==> src/rtl/mac_sequencer.sv <==
// Operand feeder for one process_unit MAC lane: buffers an activation vector and a weight
// column, then issues (a, b) pairs on a fixed cadence followed by a single finish strobe.
module mac_sequencer #(
    parameter int unsigned N_IN      = 8,
    parameter int unsigned I_WIDTH   = 4,
    parameter int unsigned D_WIDTH   = 16,
    parameter int unsigned ISSUE_GAP = 5
) (
    input  logic               m_clk,
    input  logic               rst,
    input  logic               x_we,
    input  logic [I_WIDTH-1:0] x_addr,
    input  logic [D_WIDTH-1:0] x_data,
    input  logic               w_we,
    input  logic [I_WIDTH-1:0] w_addr,
    input  logic [D_WIDTH-1:0] w_data,
    input  logic [I_WIDTH-1:0] col_index,
    input  logic [I_WIDTH-1:0] vec_len,
    input  logic               start,
    output logic               busy,
    output logic               done,
    output logic               fetch_enable,
    output logic [D_WIDTH-1:0] a,
    output logic [D_WIDTH-1:0] b,
    output logic [I_WIDTH-1:0] weight_index,
    output logic               finish_enable
);

    localparam int unsigned AW = (N_IN > 1) ? $clog2(N_IN) : 1;
    localparam int unsigned LW = $clog2(N_IN + 1);
    localparam int unsigned GW = $clog2(ISSUE_GAP);

    typedef enum logic [2:0] {
        S_IDLE,
        S_ISSUE,
        S_WAIT,
        S_FINISH,
        S_DONE
    } state_e;

    state_e             state_q;
    logic               busy_q;
    logic               done_q;
    logic               fetch_q;
    logic               finish_q;
    logic [D_WIDTH-1:0] a_q;
    logic [D_WIDTH-1:0] b_q;
    logic [I_WIDTH-1:0] wi_q;
    logic [I_WIDTH-1:0] col_q;
    logic [LW-1:0]      len_q;
    logic [LW-1:0]      idx_q;
    logic [GW-1:0]      gap_q;
    logic [LW-1:0]      len_c;

    logic [D_WIDTH-1:0] x_buf_q [N_IN];
    logic [D_WIDTH-1:0] w_buf_q [N_IN];

    // Requested length clamped to the buffer depth.
    always_comb begin
        len_c = LW'(vec_len);
        if (32'(vec_len) > N_IN) begin
            len_c = LW'(N_IN);
        end
    end

    // Operand buffers: writable only between passes, out-of-range addresses dropped.
    always_ff @(posedge m_clk or negedge rst) begin
        if (!rst) begin
            for (int i = 0; i < int'(N_IN); i++) begin
                x_buf_q[i] <= '0;
                w_buf_q[i] <= '0;
            end
        end else if (!busy_q) begin
            if (x_we && (32'(x_addr) < N_IN)) begin
                x_buf_q[x_addr[AW-1:0]] <= x_data;
            end
            if (w_we && (32'(w_addr) < N_IN)) begin
                w_buf_q[w_addr[AW-1:0]] <= w_data;
            end
        end
    end

    // Pass sequencer; strobes default low every cycle, operands hold between issues.
    always_ff @(posedge m_clk or negedge rst) begin
        if (!rst) begin
            state_q  <= S_IDLE;
            busy_q   <= 1'b0;
            done_q   <= 1'b0;
            fetch_q  <= 1'b0;
            finish_q <= 1'b0;
            a_q      <= '0;
            b_q      <= '0;
            wi_q     <= '0;
            col_q    <= '0;
            len_q    <= '0;
            idx_q    <= '0;
            gap_q    <= '0;
        end else begin
            fetch_q  <= 1'b0;
            finish_q <= 1'b0;
            done_q   <= 1'b0;
            case (state_q)
                S_IDLE: begin
                    // done_q still high means this is the end-of-pass cycle; start is ignored.
                    if (start && !done_q) begin
                        busy_q  <= 1'b1;
                        col_q   <= col_index;
                        len_q   <= len_c;
                        idx_q   <= '0;
                        state_q <= (len_c != '0) ? S_ISSUE : S_FINISH;
                    end
                end
                S_ISSUE: begin
                    fetch_q <= 1'b1;
                    a_q     <= x_buf_q[idx_q[AW-1:0]];
                    b_q     <= w_buf_q[idx_q[AW-1:0]];
                    wi_q    <= col_q;
                    idx_q   <= idx_q + LW'(1);
                    gap_q   <= GW'(ISSUE_GAP - 2);
                    state_q <= S_WAIT;
                end
                S_WAIT: begin
                    if (gap_q != '0) begin
                        gap_q <= gap_q - GW'(1);
                    end else if (idx_q < len_q) begin
                        state_q <= S_ISSUE;
                    end else begin
                        state_q <= S_FINISH;
                    end
                end
                S_FINISH: begin
                    finish_q <= 1'b1;
                    state_q  <= S_DONE;
                end
                S_DONE: begin
                    done_q  <= 1'b1;
                    busy_q  <= 1'b0;
                    state_q <= S_IDLE;
                end
                default: begin
                    busy_q  <= 1'b0;
                    state_q <= S_IDLE;
                end
            endcase
        end
    end

    assign busy          = busy_q;
    assign done          = done_q;
    assign fetch_enable  = fetch_q;
    assign finish_enable = finish_q;
    assign a             = a_q;
    assign b             = b_q;
    assign weight_index  = wi_q;

endmodule

==> config.mk <==
export PLATFORM = sky130hd
export DESIGN_NAME = mac_sequencer
export DESIGN_NICKNAME = d
export VERILOG_FILES = /design/src/rtl/mac_sequencer.sv
export SDC_FILE = /design/constraint.sdc
export NUM_CORES = 1
export LEC_CHECK = 0
export ABC_AREA = 1
export CORE_UTILIZATION = 55
export CTS_CLUSTER_SIZE = 8
export DETAILED_ROUTE_END_ITERATION = 10
export PLACE_DENSITY = 0.79
export SLEW_MARGIN = 40
export SYNTH_ARGS = -nofsm -noshare
export SYNTH_HDL_FRONTEND = slang
export SYNTH_SLANG_ARGS = --single-unit
==> constraint.sdc <==
create_clock -name m_clk -period 1.5 [get_ports m_clk]
set_input_delay 0.375 -clock m_clk [delete_from_list [all_inputs] [get_ports m_clk]]
set_output_delay 0.375 -clock m_clk [all_outputs]
set_load 0.02 [all_outputs]
# ---- Word level (Yosys, flattened, before mapping)
# Cells that the tools add are included.
dict set report totals {
  regBits 314
  out_inout_bits 40
}
dict set report classes {
  addsub 2
  order_cmp 9
  eq_ne 7
  n_mux 27
  bitwise 5
  n_reduce_logical 19
}
# cell count
set op_table {}
lappend op_table {{bitwise mux 128 bit} 2}
lappend op_table {{binary-select mux 16 bit (select 3 bit)} 2}
lappend op_table {{demux 16 bit (select 3 bit)} 2}
lappend op_table {{two-way mux 16 bit} 6}
lappend op_table {{AND reduction 2 bit} 7}
lappend op_table {{greater-or-equal comparator 4 bit, second input constant} 3}
lappend op_table {{NOT 3 -> 4 bit} 3}
lappend op_table {{case mux 3 bit (4 select lines)} 1}
lappend op_table {{two-way mux 3 bit} 3}
lappend op_table {{< comparator 4 x 1 -> 1 bit, second input constant} 2}
lappend op_table {{< comparator 4 bit, second input constant} 2}
lappend op_table {{two-way mux 4 bit} 2}
lappend op_table {{case mux 4 bit (2 select lines)} 1}
lappend op_table {{== test 3 x 2 -> 1 bit, second input constant} 2}
lappend op_table {{!= test 2 bit, second input constant} 3}
lappend op_table {{case mux 3 bit (2 select lines)} 1}
lappend op_table {{logical AND 1 bit} 5}
lappend op_table {{adder 4 x 1 -> 4 bit, second input constant} 1}
lappend op_table {{> comparator 4 bit, second input constant} 1}
lappend op_table {{< comparator 4 bit} 1}
lappend op_table {{two-way mux 1 bit} 4}
lappend op_table {{two-way mux 2 bit} 2}
lappend op_table {{nonzero test 2 bit} 2}
lappend op_table {{nonzero test 4 bit} 1}
lappend op_table {{9 further kinds} 10}

# ---- Longest topological paths before layout
dict set report logic_depth {
  depth_word 6
  mapped_depth 11
  ltp_nobuf 10
}

# ---- Worst setup path before layout
# OpenSTA, ideal clock, no wires.
dict set report synth_timing {
  kind {reg2reg}
  startpoint {register busy_q, in the netlist busy}
  endpoint {register x_buf_q[32] (netlist bit)}
  setup_time_ns 0.126
  t_arrival_ns 1.333
  setup_slack_ns 0.041
  path_stages_with_launch 8
  n_path_buf 1
  period_less_slack_ns 1.459
  cell_sequence {dfrtp_1 > inv_2 > nand2_4 > nor2_8 > nand2_4 > nor3_4 > buf_6 > o21ai_0}
}
dict set report synth_between {
  elab_chain_len 2
}
# item line_no
set synth_lines {}
lappend synth_lines {{start: declaration} 42} ;# logic busy_q;
lappend synth_lines {{start signal: assignment} 87} ;# busy_q <= 1'b0;
lappend synth_lines {{start signal: assignment} 106} ;# busy_q <= 1'b1;
lappend synth_lines {{start signal: assignment} 137} ;# busy_q <= 1'b0;
lappend synth_lines {{NOT 1 bit (no line)} --}
lappend synth_lines {{AND reduction 2 bit (no line)} --}
lappend synth_lines {{end signal: indexed assignment} 75} ;# x_buf_q[x_addr[AW-1:0]] <= x_data;
lappend synth_lines {{end: declaration} 55} ;# logic [D_WIDTH-1:0] x_buf_q [N_IN];
# Every way passes these cells.
# A chain may end at the register's enable or synchronous reset.

# ---- Worst setup path in the final report
dict set report layout_timing {
  startpoint {register busy_q, in the netlist busy}
  endpoint {register x_buf_q[81] (netlist bit)}
}
# The elaborated chain is that of the path after synthesis.

==> flow_metrics.tcl <==
set metrics [dict create \
    status "finished, violations left" \
    failed_checks "setup timing" \
    post-dp-hpwl_um 22700 \
    tritoncts.num_buffers 45 \
    post_synth_num_cell_types 27 \
    top_signal_layer_used "met5" \
    r2r_start "busy" \
    clkSinkCount 314 \
    finalClockSkew_ns 0.0152 \
    ctsLongestPathBuffers 3 \
    syn_nets 1704 \
    timing_worst_setup_path_type "register to register" \
    detail_route.drc_violations 0 \
    grt_start_max_net_pins 48 \
    core_mm2 0.0253 \
    timing.critical_path.from_type "register" \
    detailroute.wirelength.met3_um 4800 \
    seq_cell_area_mm2 0.00786 \
    drv_slew 0 \
    io_pins 93 \
    post_route_cells_drive_above_1_share_pct 24.4 \
    horizontal_die_dimension_um 163 \
    post_layout_nonfiller_instances 2156 \
    start_point_of_the_critical_path "busy" \
    worst_pin_slew_ns 0.490 \
    dr.first_iter.drc_count 1644 \
    multi_input_area_mm2 0.00598 \
    routed_wire_length_per_instance_um 21.1 \
    syn_inst 1645 \
    critPathCaptureType "register" \
    max_freq_ghz 0.604 \
    ir_worst_vdd_mv 1.31 \
    grt_first_pass_wirelength_um 62800 \
    worst_skew_pair.late_latency_ns 0.53 \
    timing.max_cap.violations 0 \
    cts_max_level 2 \
    finalCriticalPeriod_ns 1.66 \
    areal_power_density_over_the_cells_mw_per_mm2 1950 \
    synth-main-ff-cell "sky130_fd_sc_hd__dfrtp_1" \
    drt_first_pass_iters 9 \
    crit_fanout 16 \
    gp_congestion 0.866 \
    antenna_found_initial 1 \
    grt_setup_unrepaired "true" \
    viasPerCell 6.06 \
    setup_viol 142 \
    most-common-layout-cells "415 x sky130_fd_sc_hd__nand2_1, 312 x sky130_fd_sc_hd__dfrtp_1, 191 x sky130_fd_sc_hd__o21ai_0, 120 x sky130_fd_sc_hd__inv_1, 96 x sky130_fd_sc_hd__o21ai_1" \
    synth_edf_count 0 \
    syn-mean-instance-area_um2 8.66 \
    layout-area-overhead-vs-synth_pct 30.8 \
    wl_um 45400 \
    yosysSeqAreaShare_pct 55.2 \
    cts.clk_slew.worst_paths_ns 0.05 \
    critical_path_required_ns 1.91 \
    place_worst_setup_slack_ns -0.439 \
    number_of_vias_in_the_routed_layout 13100 \
    initial_utilization_pct 56.4 \
    first_global_vias 12000 \
    numPortBuffers 92 \
    p_leak_uw 0.00897 \
    floorplan_die_height_um 163 \
    gr-usage-all-layers_pct 30.4 \
    layout.cells.most_common "sky130_fd_sc_hd__nand2_1" \
    yosys_register_bits 314 \
    ys.warnings.count 0 \
    setup_slack_ns -0.156 \
    met2WireLength_um 21500 \
    numPlacedInstances 2059 \
    floorplan.die_area_mm2 0.0265 \
    cts_tree "yes" \
    final-hold-violation-count 0 \
    async_flop_share_pct 100 \
    route.layer.met1.wl_um 17100 \
    antenna_left 0 \
    fin_crit_sh_pct 110 \
    grt_overflow 0 \
    row_count 58 \
    design.final.nets 1885 \
    diodes 0 \
    post_synth_instance_area_mm2 0.0142 \
    fill_cells 1634 \
    cts.root.buffer_cell "sky130_fd_sc_hd__clkbuf_16" \
    timing.max_slew.rel_slack_pct 67.3 \
    hold_slack_ns 0.385 \
    worst-endpoint-arrival_ns 2.07 \
    hold_path_class "primary input to async pin" \
    finish.utilization_pct 73.7 \
]
==> final cells by class <==
class | count | share of cell area (%)
Sequential cell | 314 | 42.2
Multi-Input combinational cell | 1103 | 32.1
Timing Repair Buffer | 234 | 14.7
Clock buffer | 46 | 6.07
Inverter | 128 | 2.66
Tap cell | 330 | 2.22
Clock inverter | 1 | 0.0470
==> synth_stat cells (5+ instances only) <==
cell | number | share of area [%]
sky130_fd_sc_hd__nand3_1 | 25 | 0.88
sky130_fd_sc_hd__inv_2 | 7 | 0.18
sky130_fd_sc_hd__buf_6 | 12 | 0.95
sky130_fd_sc_hd__nor3_4 | 5 | 0.57
sky130_fd_sc_hd__o21ai_1 | 22 | 0.77
sky130_fd_sc_hd__dfrtp_1 | 314 | 55
sky130_fd_sc_hd__buf_2 | 45 | 1.6
sky130_fd_sc_hd__o211ai_1 | 32 | 1.7
sky130_fd_sc_hd__nor2_1 | 69 | 1.8
sky130_fd_sc_hd__ha_1 | 6 | 0.53
sky130_fd_sc_hd__nand4_2 | 12 | 1.1
sky130_fd_sc_hd__o21ai_2 | 56 | 3.4
sky130_fd_sc_hd__inv_1 | 121 | 3.2
sky130_fd_sc_hd__o21ai_0 | 305 | 11
sky130_fd_sc_hd__nand2_1 | 495 | 13
sky130_fd_sc_hd__a21oi_1 | 59 | 2.1
sky130_fd_sc_hd__clkbuf_1 | 40 | 1.1
==> state kept, by name (all words and copies together) (netlist names) <==
register	flops
a	16
b	16
busy	1
col_q	4
done	1
fetch_enable	1
finish_enable	1
gap_q	3
idx_q	4
len_q	4
state_q	3
w_buf_q	128
weight_index	4
x_buf_q	128
==> worst paths after layout <==
| kind | endpoint | slack (ns) | cells after the start |
|---|---|---|---|
| min reg2reg | col_q[1] | 0.47 | 2 |
| min | a[13] | 0.39 | 2 |
| max | x_buf_q[81] | -0.16 | 8 |
| max reg2reg | x_buf_q[81] | -0.16 | 8 |
| max in group asynchronous | w_buf_q[122] | 0.52 | 3 |
| min in group m_clk | col_q[1] | 0.41 | 3 |
==> kinds of logic (layout without fill, tap and decap cells) <==
| group | after synthesis | after routing | share of synthesized area (%) |
|---|---|---|---|
| AND/OR/NAND/NOR | 620 | 620 | 18.3 |
| AO/OA/AOI/OAI | 476 | 476 | 18.8 |
| flip-flops | 314 | 314 | 55.2 |
| buffers and inverters | 228 | 409 | 7.12 |
| adder cells (fa/ha/maj) | 6 | 6 | 0.527 |
| XOR/XNOR | 1 | 1 | 0.0615 |
==> metrics by stage <==
step | TNS [ns] | cell area [um^2] | total power [uW]
final | -5.19 | 18600 | 36300
after global routing | -18.30 | 18600 | 38300
after CTS | -1.11 | 17500 | 34700
after detailed placement | -79.46 | 16200 | 25600
after global placement | -70.97 | 16200 | 25000
after floorplan | 0 | 14200 | 20900
==> metal layers <==
| layer | vias up | global-route usage, % |
|---|---|---|
| li1 | 5722 | - |
| met1 | 6257 | 40.3 |
| met2 | 843 | 50.1 |
| met3 | 235 | 5.22 |
| met4 | 2 | 11.7 |
| met5 | - | 0 |
==> critical path, stage by stage, from the launching register on <==
cell	delay, ns
sky130_fd_sc_hd__dfrtp_1	0.38
sky130_fd_sc_hd__inv_2	0.10
sky130_fd_sc_hd__nand2_4	0.07
sky130_fd_sc_hd__nor2_8	0.16
sky130_fd_sc_hd__buf_6	0.15
sky130_fd_sc_hd__buf_6	0.10
sky130_fd_sc_hd__nand4_4	0.13
sky130_fd_sc_hd__clkbuf_16	0.24
sky130_fd_sc_hd__o21ai_0	0.23
==> report_power, final <==
group	internal [uW]	switching (uW)	total (uW)	leakage [uW]
clock	5230	3420	8650	0.000560
sequential	12000	2050	14100	0.00397
combinational	5480	8080	13600	0.00444
total	22800	13600	36300	0.00897
==> repair_timing <==
action | 4_1_cts | 5_1_grt
pin swaps | 8 | 15
setup buffers | 9 | 11
hold buffers | 1 | 0
setup endpoints to repair | 110 | 232
gates resized for setup | 202 | 294
hold endpoints to repair | 33 | 0
cloned | 6 | 23
(Power assumes the default switching activity.)
